**src/rtl/vlc_frame_rx_ctrl.sv**
```systemverilog
`timescale 1ns/1ps
// vlc_frame_rx_ctrl: hunts SOF, checks length and checksum, buffers good frames and drains them over valid/ready
module vlc_frame_rx_ctrl #(
  parameter int MAX_LEN = 32,
  parameter int TIMEOUT = 2000,
  parameter logic [7:0] SOF = 8'hA5
) (
  input  logic        clk16x,
  input  logic        resetn,
  input  logic [7:0]  byte_i,
  input  logic        byte_valid_i,
  input  logic        recv_err_i,
  output logic [7:0]  out_data_o,
  output logic        out_valid_o,
  output logic        out_last_o,
  input  logic        out_ready_i,
  output logic        frame_ok_o,
  output logic        frame_err_o,
  output logic [1:0]  err_code_o,
  output logic        overrun_o,
  output logic [15:0] ok_count_o,
  output logic [15:0] err_count_o
);
  localparam int PW = $clog2(MAX_LEN + 1);
  localparam int AW = $clog2(MAX_LEN);
  localparam int TW = $clog2(TIMEOUT + 1);
  typedef enum logic [2:0] {sIdle, sLen, sPayload, sCsum, sDrain} state_t;
  state_t state, nextState;
  logic [PW-1:0] lenReg, wrPtr, rdPtr;
  logic [7:0] csum;
  logic [TW-1:0] idleCnt;
  logic [7:0] bufMem [MAX_LEN];
  logic inFrame, accept, lenBad, lastWr, rdLast, handshake, timeUp, abort, good;
  logic [1:0] abortCode;
  assign inFrame = state inside {sLen, sPayload, sCsum};
  assign accept = byte_valid_i && !recv_err_i;
  assign lenBad = byte_i == 8'd0 || byte_i > 8'(MAX_LEN);
  assign lastWr = wrPtr + PW'(1) == lenReg;
  assign rdLast = rdPtr == lenReg - PW'(1);
  assign handshake = out_valid_o && out_ready_i;
  assign timeUp = idleCnt == TW'(TIMEOUT - 1);
  always_ff @(posedge clk16x or negedge resetn)
    if (!resetn) state <= sIdle;
    else state <= nextState;
  always_comb begin
    nextState = state;
    abort = 1'b0;
    abortCode = 2'd0;
    good = 1'b0;
    case (state)
      sIdle: nextState = (byte_valid_i && byte_i == SOF) ? sLen : sIdle;
      sLen: if (accept) begin
        nextState = lenBad ? sIdle : sPayload;
        abort = lenBad;
        abortCode = 2'd1;
      end
      sPayload: if (accept && lastWr) nextState = sCsum;
      sCsum: if (accept) begin
        good = byte_i == csum;
        abort = byte_i != csum;
        abortCode = 2'd2;
        nextState = good ? sDrain : sIdle;
      end
      sDrain: if (handshake && rdLast) nextState = sIdle;
      default: nextState = sIdle;
    endcase
    // a line error beats a same-cycle byte; a same-cycle byte beats the timeout
    if (inFrame && recv_err_i) begin
      abort = 1'b1;
      abortCode = 2'd0;
      good = 1'b0;
      nextState = sIdle;
    end else if (inFrame && !byte_valid_i && timeUp) begin
      abort = 1'b1;
      abortCode = 2'd3;
      nextState = sIdle;
    end
  end
  always_comb begin
    out_valid_o = state == sDrain;
    out_data_o = out_valid_o ? bufMem[rdPtr[AW-1:0]] : 8'd0;
    out_last_o = out_valid_o && rdLast;
  end
  always_ff @(posedge clk16x or negedge resetn) begin
    if (!resetn) begin
      lenReg <= '0;
      wrPtr <= '0;
      rdPtr <= '0;
      csum <= '0;
      idleCnt <= '0;
      frame_ok_o <= 1'b0;
      frame_err_o <= 1'b0;
      err_code_o <= '0;
      overrun_o <= 1'b0;
      ok_count_o <= '0;
      err_count_o <= '0;
    end else begin
      frame_ok_o <= good;
      frame_err_o <= abort;
      overrun_o <= state == sDrain && byte_valid_i;
      idleCnt <= (inFrame && !byte_valid_i && !abort) ? idleCnt + TW'(1) : '0;
      if (abort) err_code_o <= abortCode;
      if (good && ok_count_o != 16'hFFFF) ok_count_o <= ok_count_o + 16'd1;
      if (abort && err_count_o != 16'hFFFF) err_count_o <= err_count_o + 16'd1;
      if (state == sLen && accept && !lenBad) begin
        lenReg <= byte_i[PW-1:0];
        csum <= byte_i;
        wrPtr <= '0;
      end
      if (state == sPayload && accept) begin
        csum <= csum ^ byte_i;
        wrPtr <= wrPtr + PW'(1);
      end
      if (good) rdPtr <= '0;
      if (handshake) rdPtr <= rdPtr + PW'(1);
    end
  end
  always_ff @(posedge clk16x)
    if (state == sPayload && accept) bufMem[wrPtr[AW-1:0]] <= byte_i;
endmodule

```
**config.mk**
```make
export PLATFORM = sky130hd
export DESIGN_NAME = vlc_frame_rx_ctrl
export DESIGN_NICKNAME = d
export VERILOG_FILES = /design/src/rtl/vlc_frame_rx_ctrl.sv
export SDC_FILE = /design/constraint.sdc
export NUM_CORES = 1
export LEC_CHECK = 0
export CORE_UTILIZATION = 41
export DETAILED_ROUTE_END_ITERATION = 10
export GPL_TIMING_DRIVEN = 0
export SLEW_MARGIN = 10
export SYNTH_ARGS = -nofsm -noshare
export SYNTH_HDL_FRONTEND = slang
export SYNTH_SLANG_ARGS = --single-unit
```
**constraint.sdc**
```tcl
create_clock -name clk16x -period 6.9 [get_ports clk16x]
set_input_delay 1.725 -clock clk16x [delete_from_list [all_inputs] [get_ports clk16x]]
set_output_delay 1.725 -clock clk16x [all_outputs]
set_load 0.02 [all_outputs]
```
Yosys cells after proc, flatten, opt, wreduce, memory -nomap -nowiden. Memories as Yosys holds them, arrays and structs flattened. Index checks and enable logic that the tools add are counted. Widths: inputs -> output; s select.

Flip-flop bits (word level): 77. Bits in writable memories: 256. Memories: 1.

$add $sub $neg: 6. $lt $le $gt $ge: 1. Eq/ne operators: 16. Muxes and demuxes: 33. Bitwise logic cells: 1. Reductions and logical operators: 27.

Memories: bufMem (depth 32, bits a word 8, rd ports 1, clocked after memory_dff 0, write ports 1, line 32) `logic [7:0] bufMem [MAX_LEN];`.

Operators by type and width (number): $add 16x1->16 const B (2); $ne 16x16->1 const B (2); $mux 6 (4); $mux 8 (3); $mux 3 (7); $logic_and 1x1->1 (16); $pmux 3 s5 (1); $add 6x1->6 const B (2); $eq 6x6->1 (2); $add 11x1->11 const B (1); $eq 11x11->1 const B (1); $mux 1 (11); $mux 11 (1); $eq 8x8->1 (1); $eq 8x8->1 const B (1); $gt 8x6->1 const B (1); $logic_not 8->1 (1); $mux 2 (4); $ne 4x1->1 const B (2); $ne 4x2->1 const B (2); $ne 8x8->1 (1); $xor 8x8->8 (1); $eq 3x2->1 const B (2); $sub 6x1->6 const B (1); 10 further kinds (14).

Depth between registers and ports, before layout. Gate-level depths: netlist of run 1.

Depth after elaboration: 9. Gate-level depth with buffers: 8.

Worst setup path after synthesis of run 1. OpenSTA, ideal clock, no wires.

Path kind: register -> output. From: register rdPtr[1]. To: output out_data_o[0]. Arrival time: 2.094 ns. Path slack: 3.081 ns. Stages on the path, launching flop included: 7. Cells stage by stage: dfrtp_1 buf_1 clkbuf_1 mux4_2 mux4_2 mux2i_1 nor2_1.

Cells in the longest elaborated chain, start to end: 2.

RTL lines: start, declared (line 29) `logic [PW-1:0] lenReg, wrPtr, rdPtr;`; start signal, assigned (line 115) `if (handshake) rdPtr <= rdPtr + PW'(1);`; $mem_v2 32x8; $mux 8 (line 81) `out_data_o = out_valid_o ? bufMem[rdPtr[AW-1:0]] : 8'd0;`; end, declared (line 13) `output logic [7:0] out_data_o,`.

No other way between the ends.

Worst setup path in the final report of run 1.
From: register rdPtr[1]. To: output out_data_o[1].

Same word-level chain as after synthesis.

==> results.md, run 1 <==
* Run status: complete, no violations
* Post-synthesis xor/xnor area fraction at 4.11%
* Met2 track demand over resource at 26.7%
* R2R Setup Slk at 4300 ps
* Max clock buf depth at 3
* TritonCTS clock tree: done
* Post-Route Setup TNS at 0 ps
* Vias/cell at 5.37
* Largest family of logic cells by synthesized area: multiplexers
* CTS sink count at 333
* First-pass GRT wire length at 46.1 mm
* Reg2Reg Depth at 5
* Cell area after layout at 16300 um^2
* Cell Area, Synth at 14000 um^2
* Routability Congestion at 0.771
* Post-synth EDFFs at 256
* Clock root buffer: clkbuf_16
* Die ar. at 34900 um^2
* Vias in the first global route at 7622
* Drt total wl at 29.4 mm
* I/O pin count at 60
* Die height at 187 um
* Flops & latches, synth at 333
* Tmin final at 5830 ps
* Final hold vios at 0
* Synth Warn # at 0
* Leakage at 5.54 nW
* Clock skew after layout at 20.9 ps
* Post-synth top area share at 54.8%
* Layout cells sized above 1 at 19.6%
* # setup viols final at 0
* Syn avg cell area at 16.9 um^2
* Req. time, crit path at 5180 ps
* Top area cells in the synthesized netlist: edfxtp_1, dfrtp_1, mux4_2, nor2_1, xnor2_1
* Crit Path Max Fanout at 10
* Simple-Gate Fraction of Synth Area at 8.28%
* Grt met1 use at 25.3%
* Commonest cells after routing, fill and taps aside: edfxtp_1, mux4_2, nor2_1
* CTS clk-pin slew, worst paths at 60 ps
* DRT Pass-1 Iters at 5
* Post-cts hold buffer count at 0
* Slew Limit Fails at 0
* Number of DRC markers in iteration 0 at 586
* Row count at 67
* PortBufs at 59
* # diodes at 0
* Worst path most repeated cell: mux4_2
* Synth Area in Compound Gates at 2.45%
* Max Fclk at 0.172 GHz
* CORE AREA at 33600 um^2
* Worst setup EP type: output port
* Synth Instances at 830
* GR Util met3 at 2.80%
* Layout fillers at 2835
* Hold Path Depth at 1
* Placed cell area at 15200 um^2
* Antenna violations before repair at 0
* H-tree depth at 2
* Worst-margin pin slew at 1170 ps
* Most common cell after layout, fill and taps aside: edfxtp_1
* Crit Path Category: reg2out
* DR vias at 7543
* Main synth FF type: edfxtp_1
* Peak VDD IR at 0.000162 V
* Busiest grt layer: met2
* Startpoint Class: flop
* Die X at 187 um
* Seq/Total Area, Yosys at 68.6%
* Final WS setup at 1070 ps
* DRC viols at 0
* GR Overflow Total at 0
* Pin count of the biggest net entering global routing at 59
* CTS resizes at 0
* HPWL after DPL at 19.3 mm
* Synth Area in Adders at 0.803%
* Clock Latency Late Sink at 530 ps
* RSZ-0062 raised after global routing: no
* Initial core utilization at 41.7%
* Synth cell types at 54
* Tcrit/Tclk final at 84.4%
* Worst path arrival time at 4100 ps
* Post-synth ARST share at 23.1%
* DP Worst Slack at 1560 ps
* Setup bufs post-CTS at 0
* Final antenna-violating net count at 0
* WL/cell at 20.9 um
* Syn Nets at 852
* Power per cell area at 256 nW/um^2
* Yosys top cell by area: edfxtp_1
* Layout overhead on the synthesized area at 16.5%
* Critical path cell sequence: buf_1 -> clkbuf_1 -> mux4_2 -> mux4_2 -> mux2i_1 -> nor2_1 -> clkdlybuf4s50_1
* HP Class: reg2reg
* Maxcap violations at 0
* Nets at 950
* Num CTS Buffers at 36
* GR Util All Layers at 17.2%
* CP peak stage delay at 710 ps
* Fin util at 48.6%
* CP max-delay cell: clkbuf_1
* Mux share of post-synthesis cell area at 14.1%
* Slew margin rel. at 21.6%
## area by class of cell
cell class	count	area [um^2]	share of cell area, %
well taps	448	561	3.43
multi-input cells	450	4170	25.6
clock inverters	25	236	1.45
flip-flops and latches	333	9610	58.9
clock buffers	41	940	5.75
inverters	11	41.3	0.253
repair buffers	60	581	3.55
plain buffers	36	189	1.16
## sequential cells by signal, indices dropped and copies added, names as in the netlist
name         cells
bufMem         256
err_count_o     16
ok_count_o      16
idleCnt         11
csum             8
lenReg           6
rdPtr            6
wrPtr            6
state            3
err_code_o       2
frame_err_o      1
frame_ok_o       1
overrun_o        1
## worst paths after layout
check                            from       endpoint
hold / removal             idleCnt[0]     idleCnt[0]
min in group asynchronous      resetn  ok_count_o[5]
setup / recovery             rdPtr[1]  out_data_o[1]
hold reg to reg            idleCnt[0]     idleCnt[0]
setup reg to reg             state[0]   bufMem[0][0]
max in group asynchronous      resetn     idleCnt[1]
## synth_stat cells, types with 4 or more instances
cell type and n:
nand3b_1 4, nor2_1 78, nor4_2 4, nand4_1 11, mux2_2 6, mux2i_1 9, and4_1 4, xor2_1 29
dfrtp_1 77, a21oi_1 14, o31ai_1 4, buf_6 5, nand2_1 37, buf_2 10, and3_1 19, nor4_1 6
nand3_1 27, nor3_1 13, ha_1 9, mux4_2 80, o21ai_0 16, and2_1 4, edfxtp_1 256, inv_1 11
buf_1 4, xnor2_1 33, clkbuf_1 16, a311oi_1 7
## metrics by stage
| step | hold WS [ps] | total power, mW | instances |
|---|---|---|---|
| after floorplan | 424 | 2.26 | 830 |
| after global placement | 443 | 2.32 | 1337 |
| after detailed placement | 444 | 2.32 | 1338 |
| after CTS | 451 | 4.23 | 1404 |
| after global routing | 472 | 4.31 | 1404 |
| final | 447 | 4.18 | 1404 |
## power by group
group	total [mW]	internal (mW)	leakage [nW]	switching [mW]
logic	0.0975	0.0314	1.62	0.0660
registers	2.18	2.17	3.34	0.0106
clock network	1.90	1.10	0.582	0.792
total	4.18	3.31	5.54	0.869
## critical path, delay by kind of cell (launching register included)
kind                   cells  cell delay [ps]
AND/OR/NAND/NOR            1               90
multiplexers               3             1180
flip-flops                 1              450
buffers and inverters      3             1850
## cell families after synthesis
logic type / count (synthesis)
xor gates and xnor gates: 64
buffers and inverters: 47
muxes: 97
and+or+nand+nor: 227
adders and majority gates: 9
AOI/OAI and AO/OA: 53
DFF: 333
## layer usage
metal,routed length [um],vias up
li1,-,3429
met3,1630,52
met2,13400,222
met4,606,0
met1,13700,3840
met5,0,-
No activity file was read; power rests on OpenSTA's default activity.
==> run 2: changes to the inputs <==
- clock period: 6.9 -> 5 ns (I/O delays scaled with it)
==> results.md, run 2 (synthesis results as in run 1) <==
* Vias in the first global route at 7622 (unchanged)
* Initial core utilization at 41.7% (unchanged)
* Combinational fraction of design power at 2.3% (about the same)
* Largest register FFs at 256 (unchanged)
* PortBufs at 59 (unchanged)
* Final WS setup at 200 ps (was 1070 ps)
* Req. time, crit path at 3750 ps (was 5180 ps)
* Worst path arrival time at 3550 ps (was 4100 ps)
* Hold Slack at 447 ps (unchanged)
* First-pass GRT wire length at 46.1 mm (unchanged)
* Routability Congestion at 0.771 (unchanged)
* Setup bufs post-CTS at 0 (unchanged)
* I/O pin count at 60 (unchanged)
* Clock network power share at 45.4% (about the same)
* Slew Limit Fails at 0 (unchanged)
* WP buf/inv at 4 (was 3)
* Final antenna-violating net count at 0 (unchanged)
* Net Sw Frac at 20.8% (about the same)
* GR Overflow Total at 0 (unchanged)
* P_sw at 1.20 mW (was 0.869 mW)
* Clock skew after layout at 20.7 ps (was 20.9 ps)
* WL/cell at 20.9 um (about the same)
* # diodes at 0 (unchanged)
* Leakage at 5.55 nW (was 5.54 nW)
* Drt total wl at 29.4 mm (about the same)
* CP max-delay cell: clkdlybuf4s50_1 (was clkbuf_1)
* RSZ-0062 raised after global routing: no (unchanged)
* Die X at 187 um (unchanged)
* Overall Power at 5.76 mW (was 4.18 mW)
* Final hold vios at 0 (unchanged)
* Run status: complete, no violations (unchanged)
* TritonCTS clock tree: done (unchanged)
* DP Worst Slack at 138 ps (was 1560 ps)
* Peak VDD IR at 0.000224 V (was 0.000162 V)
* CTS sink count at 333 (unchanged)
* HPWL after DPL at 19.3 mm (unchanged)
* HP Class: reg2reg (unchanged)
* Worst path most repeated cell: mux4_2 (unchanged)
* Reg power frac at 52.3% (about the same)
* H-tree depth at 2 (unchanged)
* Layout cells sized above 1 at 19.9% (was 19.6%)
* Num CTS Buffers at 36 (unchanged)
* Int Power at 4.56 mW (was 3.31 mW)
* Layout overhead on the synthesized area at 16.6% (was 16.5%)
* Die ar. at 34900 um^2 (unchanged)
* Most common cell after layout, fill and taps aside: edfxtp_1 (unchanged)
* Commonest cells after routing, fill and taps aside: edfxtp_1, mux4_2, nor2_1 (unchanged)
* Crit-path leading delay family: buffers and inverters (unchanged)
* Tcrit/Tclk final at 96.0%
* # setup viols final at 0 (unchanged)
* DRT Pass-1 Iters at 5 (unchanged)
* Startpoint Class: flop (unchanged)
* GR Util All Layers at 17.2% (unchanged)
* Clock root buffer: clkbuf_16 (unchanged)
* Clock Latency Late Sink at 530 ps (about the same)
* Slew margin rel. at 21.7% (was 21.6%)
* Pin count of the biggest net entering global routing at 59 (unchanged)
* Max Fclk at 0.208 GHz
* Maxcap violations at 0 (unchanged)
* Crit Path Category: reg2out (unchanged)
* Worst-margin pin slew at 1170 ps (about the same)
* CORE AREA at 33600 um^2 (unchanged)
* Die height at 187 um (unchanged)
* Tmin final at 4800 ps
* Number of DRC markers in iteration 0 at 611 (was 586)
* Nets at 950 (unchanged)
* DRC viols at 0 (unchanged)
* Worst setup EP type: output port (unchanged)
* Post-Route Setup TNS at 0 ps (unchanged)
* Antenna violations before repair at 0 (unchanged)
* CTS clk-pin slew, worst paths at 60 ps (about the same)
* Critical path cell sequence: clkbuf_1 -> buf_6 -> buf_4 -> mux4_2 -> mux4_2 -> mux2i_1 -> nor2_1 -> clkdlybuf4s50_1 (was buf_1 -> clkbuf_1 -> mux4_2 -> mux4_2 -> mux2i_1 -> nor2_1 -> clkdlybuf4s50_1)
* Max clock buf depth at 3 (unchanged)
* CP peak stage delay at 580 ps (was 710 ps)
* Power per cell area at 353 nW/um^2 (was 256 nW/um^2)
* Crit Path Max Fanout at 10 (unchanged)
* DR vias at 7527 (was 7543)
* Vias/cell at 5.36 (was 5.37)
* Row count at 67 (unchanged)
[run 2: cell count changes in the layout (fill, tap and decap cells not counted)]
cell      before  now
clkbuf_2       0    2
clkbuf_1      19   17
buf_2         17   18
buf_1          4    3
[run 2: timing repair]
action / CTS / global route
resized for setup: 3 / 0
hold buffers: 0 / 0
setup endpoints to repair: 8 / 0
[run 2: per-layer routing]
metal | vias to the layer above | part of all wire [%] | global-route usage, %
met5 | - | 0 | 0
met4 | 0 | 2.2 | 4.26
met3 | 55 | 5.3 | 2.80
met2 | 223 | 46 | 26.7
met1 | 3817 | 47 | 25.3
li1 | 3432 | - | -
[run 2: worst paths after layout]
path	depth (start not counted)	to	slack, ps	start
setup / recovery	8	out_data_o[4]	200	rdPtr[0]
hold / removal	1	idleCnt[0]	450	idleCnt[0]
setup reg to reg	5	bufMem[11][7]	2370	state[0]
hold reg to reg	1	idleCnt[0]	450	idleCnt[0]
max in group asynchronous	2	idleCnt[1]	3770	resetn
min in group asynchronous	1	ok_count_o[5]	630	resetn
[run 2: cell type report]
type | count | area [um^2]
fillers | 2837 | 17300
flip-flops and latches | 333 | 9610
multi-input cells | 450 | 4170
clock buffers | 41 | 940
repair buffers | 60 | 581
well taps | 448 | 561
clock inverters | 25 | 236
plain buffers | 36 | 193
inverters | 11 | 41.3
[run 2: power groups by stage]
stage	Combinational [mW]	Sequential, mW	Clock (mW)
6_report	0.134	3.01	2.62
3_5_place_dp	0.138	3.07	0
4_1_cts	0.139	3.01	2.68
2_1_floorplan	0.0372	3.08	0
5_1_grt	0.151	3.01	2.79
3_3_place_gp	0.135	3.07	0
[run 2: metrics by stage]
step	util, %	instances	cell area [um^2]
floorplan	-	830	14000
finish	48.6	1404	16300
global placement	45.1	1337	15200
CTS	48.7	1404	16400
global route	48.6	1404	16300
detailed placement	45.1	1338	15200
